## src/rtl/sm4_perf_monitor_if.sv

```systemverilog
// rtl/sm4_perf_monitor_if.sv - encryptor/key-cache event strobes observed by the performance monitor
interface sm4_perf_monitor_if #(
    parameter int NUM_WAYS = 4
);
    localparam int WAY_W = $clog2(NUM_WAYS);

    logic             start_i;
    logic             check_i;
    logic             miss_i;
    logic [WAY_W-1:0] replace_way_i;
    logic             done_i;

    modport master (
        output start_i,
        output check_i,
        output miss_i,
        output replace_way_i,
        output done_i
    );

    modport slave (
        input start_i,
        input check_i,
        input miss_i,
        input replace_way_i,
        input done_i
    );
endinterface

```

## src/rtl/sm4_perf_monitor.sv

```systemverilog
// rtl/sm4_perf_monitor.sv - per-transaction latency, key-cache miss and eviction statistics
module sm4_perf_monitor #(
    parameter int NUM_WAYS = 4,
    parameter int CYCLE_W  = 8,
    parameter int CNT_W    = 16
) (
    input  logic                        clk_i,
    input  logic                        reset_ni,
    sm4_perf_monitor_if.slave           evt,
    input  logic                        clear_i,
    input  logic [$clog2(NUM_WAYS)-1:0] way_sel_i,
    output logic                        busy_o,
    output logic [CYCLE_W-1:0]          cycle_o,
    output logic [CYCLE_W-1:0]          last_latency_o,
    output logic                        last_miss_o,
    output logic [$clog2(NUM_WAYS)-1:0] last_way_o,
    output logic [CNT_W-1:0]            txn_count_o,
    output logic [CNT_W-1:0]            miss_count_o,
    output logic [CYCLE_W-1:0]          max_latency_o,
    output logic [CYCLE_W-1:0]          min_latency_o,
    output logic [CNT_W-1:0]            way_evict_o,
    output logic                        overflow_o
);
    localparam int WAY_W = $clog2(NUM_WAYS);

    localparam logic [CYCLE_W-1:0] CYC_MAX = '1;
    localparam logic [CYCLE_W-1:0] CYC_ONE = 1;
    localparam logic [CNT_W-1:0]   CNT_MAX = '1;
    localparam logic [CNT_W-1:0]   CNT_ONE = 1;

    typedef enum logic {
        IDLE = 1'b0,
        RUN  = 1'b1
    } state_e;

    state_e             state_q,     state_d;
    logic [CYCLE_W-1:0] cycle_q,     cycle_d;
    logic               checked_q,   checked_d;
    logic               pend_miss_q, pend_miss_d;
    logic [WAY_W-1:0]   pend_way_q,  pend_way_d;
    logic [CYCLE_W-1:0] last_lat_q,  last_lat_d;
    logic               last_miss_q, last_miss_d;
    logic [WAY_W-1:0]   last_way_q,  last_way_d;
    logic [CNT_W-1:0]   txn_q,       txn_d;
    logic [CNT_W-1:0]   miss_cnt_q,  miss_cnt_d;
    logic [CYCLE_W-1:0] max_q,       max_d;
    logic [CYCLE_W-1:0] min_q,       min_d;
    logic               ovf_q,       ovf_d;
    logic [CNT_W-1:0]   evict_q [NUM_WAYS];
    logic [CNT_W-1:0]   evict_d [NUM_WAYS];

    logic               eff_miss;
    logic [WAY_W-1:0]   eff_way;
    logic [CYCLE_W-1:0] lat;

    always_comb begin
        state_d     = state_q;
        cycle_d     = cycle_q;
        checked_d   = checked_q;
        pend_miss_d = pend_miss_q;
        pend_way_d  = pend_way_q;
        last_lat_d  = last_lat_q;
        last_miss_d = last_miss_q;
        last_way_d  = last_way_q;
        txn_d       = txn_q;
        miss_cnt_d  = miss_cnt_q;
        max_d       = max_q;
        min_d       = min_q;
        ovf_d       = ovf_q;
        evict_d     = evict_q;
        eff_miss    = pend_miss_q;
        eff_way     = pend_way_q;
        lat         = cycle_q;

        case (state_q)
            IDLE: begin
                if (evt.start_i) begin
                    state_d     = RUN;
                    cycle_d     = '0;
                    checked_d   = 1'b0;
                    pend_miss_d = 1'b0;
                    pend_way_d  = '0;
                end
            end
            RUN: begin
                // lat is both the next cycle count and the latency reported on a done edge
                if (cycle_q == CYC_MAX) begin
                    lat   = CYC_MAX;
                    ovf_d = 1'b1;
                end else begin
                    lat = cycle_q + CYC_ONE;
                end
                cycle_d = lat;

                if (evt.check_i && !checked_q) begin
                    checked_d   = 1'b1;
                    pend_miss_d = evt.miss_i;
                    pend_way_d  = evt.miss_i ? evt.replace_way_i : '0;
                    eff_miss    = pend_miss_d;
                    eff_way     = pend_way_d;
                end

                if (evt.done_i) begin
                    state_d     = IDLE;
                    last_lat_d  = lat;
                    last_miss_d = eff_miss;
                    last_way_d  = eff_way;

                    if (txn_q == CNT_MAX) ovf_d = 1'b1;
                    else                  txn_d = txn_q + CNT_ONE;

                    if (eff_miss) begin
                        if (miss_cnt_q == CNT_MAX) ovf_d      = 1'b1;
                        else                       miss_cnt_d = miss_cnt_q + CNT_ONE;
                        if (evict_q[eff_way] == CNT_MAX) ovf_d = 1'b1;
                        else evict_d[eff_way] = evict_q[eff_way] + CNT_ONE;
                    end

                    if (lat > max_q) max_d = lat;
                    if (lat < min_q) min_d = lat;
                end
            end
            default: state_d = IDLE;
        endcase

        // Clear overrides any statistic update of the same cycle; last_* and the FSM are untouched
        if (clear_i) begin
            txn_d      = '0;
            miss_cnt_d = '0;
            max_d      = '0;
            min_d      = CYC_MAX;
            ovf_d      = 1'b0;
            for (int i = 0; i < NUM_WAYS; i++) evict_d[i] = '0;
        end
    end

    always_ff @(posedge clk_i or negedge reset_ni) begin
        if (!reset_ni) begin
            state_q     <= IDLE;
            cycle_q     <= '0;
            checked_q   <= 1'b0;
            pend_miss_q <= 1'b0;
            pend_way_q  <= '0;
            last_lat_q  <= '0;
            last_miss_q <= 1'b0;
            last_way_q  <= '0;
            txn_q       <= '0;
            miss_cnt_q  <= '0;
            max_q       <= '0;
            min_q       <= CYC_MAX;
            ovf_q       <= 1'b0;
            for (int i = 0; i < NUM_WAYS; i++) evict_q[i] <= '0;
        end else begin
            state_q     <= state_d;
            cycle_q     <= cycle_d;
            checked_q   <= checked_d;
            pend_miss_q <= pend_miss_d;
            pend_way_q  <= pend_way_d;
            last_lat_q  <= last_lat_d;
            last_miss_q <= last_miss_d;
            last_way_q  <= last_way_d;
            txn_q       <= txn_d;
            miss_cnt_q  <= miss_cnt_d;
            max_q       <= max_d;
            min_q       <= min_d;
            ovf_q       <= ovf_d;
            evict_q     <= evict_d;
        end
    end

    assign busy_o         = (state_q == RUN);
    assign cycle_o        = cycle_q;
    assign last_latency_o = last_lat_q;
    assign last_miss_o    = last_miss_q;
    assign last_way_o     = last_way_q;
    assign txn_count_o    = txn_q;
    assign miss_count_o   = miss_cnt_q;
    assign max_latency_o  = max_q;
    assign min_latency_o  = min_q;
    assign overflow_o     = ovf_q;
    assign way_evict_o    = evict_q[way_sel_i];
endmodule

```

## src/flat_wrapper.sv

```systemverilog
// flat-port wrapper written by rule: the top's interface ports become plain ports
module sm4_perf_monitor_flat 
#(
    parameter int NUM_WAYS = 4,
    parameter int CYCLE_W  = 8,
    parameter int CNT_W    = 16
)
  (clk_i, reset_ni, clear_i, way_sel_i, busy_o, cycle_o, last_latency_o, last_miss_o, last_way_o, txn_count_o, miss_count_o, max_latency_o, min_latency_o, way_evict_o, overflow_o, evt_start_i, evt_check_i, evt_miss_i, evt_replace_way_i, evt_done_i);
  sm4_perf_monitor_if #(.NUM_WAYS(NUM_WAYS)) evt_i ();
  input  logic clk_i;
  input  logic reset_ni;
  input  logic clear_i;
  input  logic [$clog2(NUM_WAYS)-1:0] way_sel_i;
  output logic busy_o;
  output logic [CYCLE_W-1:0] cycle_o;
  output logic [CYCLE_W-1:0] last_latency_o;
  output logic last_miss_o;
  output logic [$clog2(NUM_WAYS)-1:0] last_way_o;
  output logic [CNT_W-1:0] txn_count_o;
  output logic [CNT_W-1:0] miss_count_o;
  output logic [CYCLE_W-1:0] max_latency_o;
  output logic [CYCLE_W-1:0] min_latency_o;
  output logic [CNT_W-1:0] way_evict_o;
  output logic overflow_o;
  input wire logic [$bits(evt_i.start_i)-1:0] evt_start_i;
  input wire logic [$bits(evt_i.check_i)-1:0] evt_check_i;
  input wire logic [$bits(evt_i.miss_i)-1:0] evt_miss_i;
  input wire logic [$bits(evt_i.replace_way_i)-1:0] evt_replace_way_i;
  input wire logic [$bits(evt_i.done_i)-1:0] evt_done_i;
  assign evt_i.start_i = evt_start_i;
  assign evt_i.check_i = evt_check_i;
  assign evt_i.miss_i = evt_miss_i;
  assign evt_i.replace_way_i = evt_replace_way_i;
  assign evt_i.done_i = evt_done_i;
  sm4_perf_monitor #(.NUM_WAYS(NUM_WAYS), .CYCLE_W(CYCLE_W), .CNT_W(CNT_W)) u_core (.clk_i(clk_i), .reset_ni(reset_ni), .evt(evt_i), .clear_i(clear_i), .way_sel_i(way_sel_i), .busy_o(busy_o), .cycle_o(cycle_o), .last_latency_o(last_latency_o), .last_miss_o(last_miss_o), .last_way_o(last_way_o), .txn_count_o(txn_count_o), .miss_count_o(miss_count_o), .max_latency_o(max_latency_o), .min_latency_o(min_latency_o), .way_evict_o(way_evict_o), .overflow_o(overflow_o));
endmodule
```

## config.mk

```make
export PLATFORM = sky130hd
export DESIGN_NAME = sm4_perf_monitor_flat
export DESIGN_NICKNAME = d
export VERILOG_FILES = /design/src/rtl/sm4_perf_monitor_if.sv /design/src/rtl/sm4_perf_monitor.sv /design/src/flat_wrapper.sv
export SDC_FILE = /design/constraint.sdc
export NUM_CORES = 1
export LEC_CHECK = 0
export CAP_MARGIN = 20
export CORE_MARGIN = 2
export CORE_UTILIZATION = 51
export DETAILED_ROUTE_END_ITERATION = 16
export PLACE_DENSITY = 0.86
export SLEW_MARGIN = 20
export SYNTH_ARGS = -nofsm -noshare
export SYNTH_HDL_FRONTEND = slang
export SYNTH_SLANG_ARGS = --single-unit
```

## constraint.sdc

```tcl
create_clock -name clk_i -period 4.4 [get_ports clk_i]
set_clock_uncertainty 0.05 [all_clocks]
set_input_delay 0.44 -clock clk_i [delete_from_list [all_inputs] [get_ports clk_i]]
set_output_delay 0.44 -clock clk_i [all_outputs]
set_load 0.05 [all_outputs]
```

After elaboration in Yosys (flattened, before gate mapping)
Cells that the tools add are included.

Register bits: 137. Latch bits: 0. Memory bits (writable): 0. ROM bits: 0. Logic and storage cells: 110. Memories: 0.

Add/subtract/negate cells: 4. $mul: 0. Div/mod/pow operators: 0. Magnitude comparators: 5. Eq/ne operators: 9. Shifts and indexed selects: 0. Multiplexer cells: 57. Bitwise gates (word level): 3. Reductions and logical operators: 15.

Operators by type and width (number): $mux W64 (5); $mux W16 (14); $mux W8 (11); $bmux W16 S2 (2); $bwmux W64 (1); $add A16 B1 Y16 const B (3); $eq A16 B16 Y1 const B (3); $demux W16 S2 (1); $pmux W8 S2 (1); $mux W1 (14); $ne A2 B2 Y1 const B (5); $reduce_bool A2 Y1 (5); $reduce_and A3 Y1 (3); $add A8 B1 Y8 const B (1); $eq A8 B8 Y1 const B (1); $gt A8 B8 Y1 (1); $lt A8 B8 Y1 (1); $mux W2 (4); $reduce_and A4 Y1 (2); $ge A3 B3 Y1 const B (2); $not A2 Y3 (2); $pmux W1 S2 (3); $pmux W2 S2 (1); $reduce_and A2 Y1 (2); 4 further kinds (5).

Logic depth before layout (Yosys ltp)
Depth after elaboration: 15. Gate-level depth with buffers: 15. Gate-level depth less buffers: 13.

Least setup slack after synthesis
No wires, ideal clock.

Path kind: register to register. Start: register u_core.checked_q. End: register u_core.evict_q[0] (netlist name). Arrival time: 3.539 ns. Data required time: 4.212 ns. Setup slack: 0.673 ns. Stages on the path, launching flop included: 13. Path buffers: 4. Clock period less this slack: 3.727 ns. Cells stage by stage: dfrtp_1 -> nand2b_4 -> a21oi_1 -> buf_2 -> buf_2 -> mux2i_1 -> ha_1 -> nand4_1 -> or4_1 -> buf_4 -> nand4_1 -> buf_2 -> o2bb2ai_1.

Word-level cells in the longest chain between the ends: 15. Elaborated cells between the ends (all ways): 26. Classes of those cells: add/sub (1); order compare (2); eq/ne (2); mux (15); bitwise (1); reduce/logical (5).

Ends and longest elaborated chain: start: declaration (line sm4_perf_monitor.sv:38) `logic checked_q, checked_d;`; start signal: assignment (line sm4_perf_monitor.sv:156) `checked_q <= checked_d;`; $logic_not A1 Y1 (*) (line sm4_perf_monitor.sv:95) `if (evt.check_i && !checked_q) begin`; $logic_and A1 B1 Y1 (*) (line sm4_perf_monitor.sv:95); $mux W2 (line sm4_perf_monitor.sv:95); $mux W2 (line sm4_perf_monitor.sv:75) `case (state_q)`; $not A2 Y3 (not written as such) (line sm4_perf_monitor.sv:115, sm4_perf_monitor.sv:116); $bmux W16 S2 (tied with other cells) (line sm4_perf_monitor.sv:115, sm4_perf_monitor.sv:116); $mux W16 (not written as such) or $logic_and A1 B1 Y1 (tied branches) (line sm4_perf_monitor.sv:115, sm4_perf_monitor.sv:116); $mux W16 (on tied branches) (line sm4_perf_monitor.sv:115, sm4_perf_monitor.sv:116); $add A16 B1 Y16 or $demux W16 S2 (tied branches) (line sm4_perf_monitor.sv:116) `else evict_d[eff_way] = evict_q[eff_way] + CNT_ONE;`; $bwmux W64 (line sm4_perf_monitor.sv:116); $mux W64 (line sm4_perf_monitor.sv:115) `if (evict_q[eff_way] == CNT_MAX) ovf_d = 1'b1;`; $mux W64 (line sm4_perf_monitor.sv:112) `if (eff_miss) begin`; $mux W64 (line sm4_perf_monitor.sv:103) `if (evt.done_i) begin`; $mux W64 (line sm4_perf_monitor.sv:75); $mux W64 (line sm4_perf_monitor.sv:127) `if (clear_i) begin`; end signal: assignment (line sm4_perf_monitor.sv:167) `evict_q <= evict_d;`; end: declaration (line sm4_perf_monitor.sv:49) `logic [CNT_W-1:0] evict_q [NUM_WAYS];`.

Every way passes the cells marked *; elsewhere a longest branch is shown, timed or not. The select of a mux whose other input is x is not followed. A chain may end at the register's enable or synchronous reset.

Final worst setup path
Start: input evt_check_i. End: register u_core.evict_q[21] (netlist name).

Word-level cells in the longest chain between the ends: 14. Elaborated cells between the ends (all ways): 25. Classes of those cells: add/sub (1); order compare (2); eq/ne (2); mux (15); bitwise (1); reduce/logical (4).

Ends and longest elaborated chain: start: declaration (line flat_wrapper.sv:26) `input wire logic [$bits(evt_i.check_i)-1:0] evt_check_i;`; $logic_and A1 B1 Y1 (*) (line sm4_perf_monitor.sv:95); $mux W2 (line sm4_perf_monitor.sv:95); $mux W2 (line sm4_perf_monitor.sv:75); $not A2 Y3 (not written as such) (line sm4_perf_monitor.sv:115, sm4_perf_monitor.sv:116); $bmux W16 S2 (tied with other cells) (line sm4_perf_monitor.sv:115, sm4_perf_monitor.sv:116); $mux W16 (not written as such) or $logic_and A1 B1 Y1 (tied branches) (line sm4_perf_monitor.sv:115, sm4_perf_monitor.sv:116); $mux W16 (on tied branches) (line sm4_perf_monitor.sv:115, sm4_perf_monitor.sv:116); $add A16 B1 Y16 or $demux W16 S2 (tied branches) (line sm4_perf_monitor.sv:116); $bwmux W64 (line sm4_perf_monitor.sv:116); $mux W64 (line sm4_perf_monitor.sv:115); $mux W64 (line sm4_perf_monitor.sv:112); $mux W64 (line sm4_perf_monitor.sv:103); $mux W64 (line sm4_perf_monitor.sv:75); $mux W64 (line sm4_perf_monitor.sv:127).

Marks and branches as above.

==> flow_metrics.py <==
metrics = {
    "run_status": {
        "status": "completed",
    },
    "timing": {
        "relSlewSlack_pct": 46.6,
        "tightest_slew_ns": 0.796,
        "drv_slew": 0,
        "finalCriticalPeriod_ns": 4.00,
        "finalSetupTns_ns": 0,
        "finalCritPeriodShare_pct": 90.9,
        "setup_viol": 0,
        "finalHoldViolCount": 0,
        "rsz0062_at_grt": "no",
        "max_freq_ghz": 0.250,
    },
    "power_and_ir_drop": {
        "ir_drop_uv": 325,
        "p_leak_nw": 4.01,
        "power.density_nw_per_um2": 428,
    },
    "synth": {
        "synth-edff-count": 0,
        "ys.flop_type": "dfrtp_1",
        "syn_inst": 650,
        "synthTopCellsByCount": "129 x dfrtp_1, 64 x o2bb2ai_1, 56 x nor2_1",
        "yosys-top-cells-area": "dfrtp_1 44%, o2bb2ai_1 7.7%, mux2i_1 7.3%, mux4_2 5.0%, ha_1 3.1%",
        "yosysWarnings": 0,
        "yosysMostFrequentCell": "dfrtp_1",
        "yosys.area.top_type_share_pct": 44.4,
        "synth_fp_nets": 679,
        "synth_cell_types": 53,
        "yosysTopAreaCell": "dfrtp_1",
        "postSynthAreaPerCell_um2": 11.2,
        "synth-async-reset-ratio_pct": 100,
        "synth_area_um2": 7270,
        "ys_seq_elements": 137,
        "yosysSeqAreaShare_pct": 47.3,
    },
    "critical_path": {
        "r2r_cells": 9,
        "cp.arrival_ns": 4.28,
        "reg2reg_to": "u_core.evict_q[21]$_DFFE_PN0P_",
        "startpoint": "evt_check_i",
        "crit_type": "input port to register",
        "worstSetupStartpointType": "input port",
        "rr_startpoint": "u_core.checked_q$_DFFE_PN0P_",
        "worst-path-max-fanout": 17,
        "required_ns": 4.67,
        "crit_end": "u_core.evict_q[21]$_DFFE_PN0P_",
        "rrSetupSlack_ns": 0.59,
        "end_kind": "register",
    },
    "layout": {
        "stdcell_count": 949,
        "fin_area_um2": 9090,
        "fill_cells": 1006,
        "diodes": 0,
        "nNetsFinal": 785,
        "syn2layout_area_growth_pct": 25.0,
        "multi_input_area_um2": 3560,
        "drive_gt1_share_pct": 14.3,
        "regArea_um2": 3440,
    },
    "placement": {
        "globalplace.congestion": 0.895,
        "hpwlAfterDp_um": 13000,
        "numPortBuffers": 95,
        "dp.cells": 917,
        "place_area_um2": 8480,
    },
    "global_route": {
        "grt.busiest_layer": "met2",
        "antenna_found_initial": 0,
        "grt_max_degree": 57,
        "met3_usage_pct": 6.18,
        "grt_pass1_vias": 6158,
        "grtUsageMet2_pct": 44.3,
        "track_usage_pct": 26.5,
        "gr-usage-met1_pct": 33.2,
        "overflow": 0,
        "grt_pass1_wl_um": 31500,
    },
    "clock_network": {
        "cts_tree": "built",
        "worstSkewPairLatency_ns": 0.42,
        "cts_resized": 0,
        "cts_sinks": 137,
        "cts_buffer_depth": 2,
        "hold_buffers": 0,
        "cts_buffers": 17,
        "post_cts_buffers": 0,
        "path_clk_slew_ns": 0.06,
        "htree_levels": 4,
        "clock-root-buffer": "clkbuf_16",
    },
    "route": {
        "wirelength_um": 19400,
        "vias": 6013,
        "wl_per_cell_um": 20.4,
        "dr.pass1.iters": 6,
        "antenna_left": 0,
        "viasPerCell": 6.34,
        "drt_iter0_markers": 520,
        "drc": 0,
    },
    "flow_run": {
        "drv_cap": 0,
    },
    "die": {
        "core-area_um2": 13900,
        "fp-row-count": 43,
        "initial_utilization_pct": 52.4,
        "dieArea_um2": 15200,
        "die_w_um": 123,
        "ios": 96,
        "die_h_um": 123,
    },
    "hold_path": {
        "hold_path_class": "input port to async pin",
    },
}
registers in the layout, summed over array words and instances, names as in the netlist, 2 cells and up:
signal and count:
u_core.cycle_o 8, u_core.evict_q 64, u_core.last_latency_o 8, u_core.last_way_o 2
u_core.max_latency_o 8, u_core.min_latency_o 8, u_core.miss_count_o 16, u_core.pend_way_q 2
u_core.txn_count_o 16
per-stage QoR:
| stage | hold WS [ns] | power (mW) | worst slack [ns] | utilization (%) |
|---|---|---|---|---|
| after floorplan | 0.0944 | 2.12 | 0.673 | - |
| after global placement | 0.414 | 2.41 | 0.258 | 61.1 |
| after detailed placement | 0.444 | 2.44 | 0.0659 | 61.1 |
| after CTS | 0.0426 | 3.89 | 0.459 | 65.5 |
| after global routing | 0.0731 | 4.04 | 0.262 | 65.5 |
| final | 0.0309 | 3.89 | 0.399 | 65.5 |
area by class of cell:
class,instances,share of cell area [%]
Clock inverter,13,1.67
Inverter,25,1.03
Tap cell,180,2.48
Timing Repair Buffer,123,12.8
Sequential cell,137,37.8
Multi-Input combinational cell,452,39.2
Clock buffer,19,4.98
cell families after synthesis:
family,share of synthesized area [%]
flops,47.3
xor+xnor,5.54
fa+ha+maj,3.10
compound gates,15.0
mux,13.5
simple gates,11.7
buf+inv,3.87
per-layer routing:
layer	up-vias	wire (um)
li1	2623	-
met1	3027	7760
met2	316	9820
met3	47	1360
met4	0	470
met5	-	0
layout by cell type, fill, tap and decap left out, types with 12 or more instances in the layout:
master             n
xor2_1            22
ha_1              18
o2bb2ai_1         64
nand2_1           43
inv_1             23
nand3_1           24
clkbuf_16         17
nand4_1           15
mux4_2            16
dfrtp_1          129
mux2i_1           53
clkdlybuf4s50_1   93
xnor2_1           24
o21ai_0           13
buf_4             28
nor2_1            56
a21oi_1           12
worst min path at each step:
stage / from / endpoint / slack (ns)
3_5_place_dp: u_core.last_latency_o[2]$_DFFE_PN0P_ / u_core.last_latency_o[2]$_DFFE_PN0P_ / 0.44
6_report: reset_ni / u_core.txn_count_o[12]$_DFFE_PN0P_ / 0.03
4_1_cts: reset_ni / u_core.txn_count_o[12]$_DFFE_PN0P_ / 0.04
5_1_grt: reset_ni / u_core.txn_count_o[10]$_DFFE_PN0P_ / 0.07
2_1_floorplan: reset_ni / u_core.busy_o$_DFF_PN0_ / 0.09
3_3_place_gp: u_core.last_miss_o$_DFFE_PN0P_ / u_core.last_miss_o$_DFFE_PN0P_ / 0.41
worst max-delay path: stages:
cell	delay, ns
clkdlybuf4s50_1	0.54
and4b_1	0.28
a21oi_4	0.53
buf_12	0.24
mux2i_1	0.08
mux2i_1	0.34
nand4_1	0.21
or4_1	0.82
a21oi_4	0.58
o2bb2ai_1	0.20
report_power, final:
part           leakage, nW  total, mW  switching, mW  internal, mW
combinational         1.85       1.00          0.642         0.362
clock                0.294       1.45          0.535         0.915
sequential            1.87       1.44         0.0837          1.35
total                 4.01       3.89           1.26          2.63
Note: power is estimated with default switching activity, not from simulation.
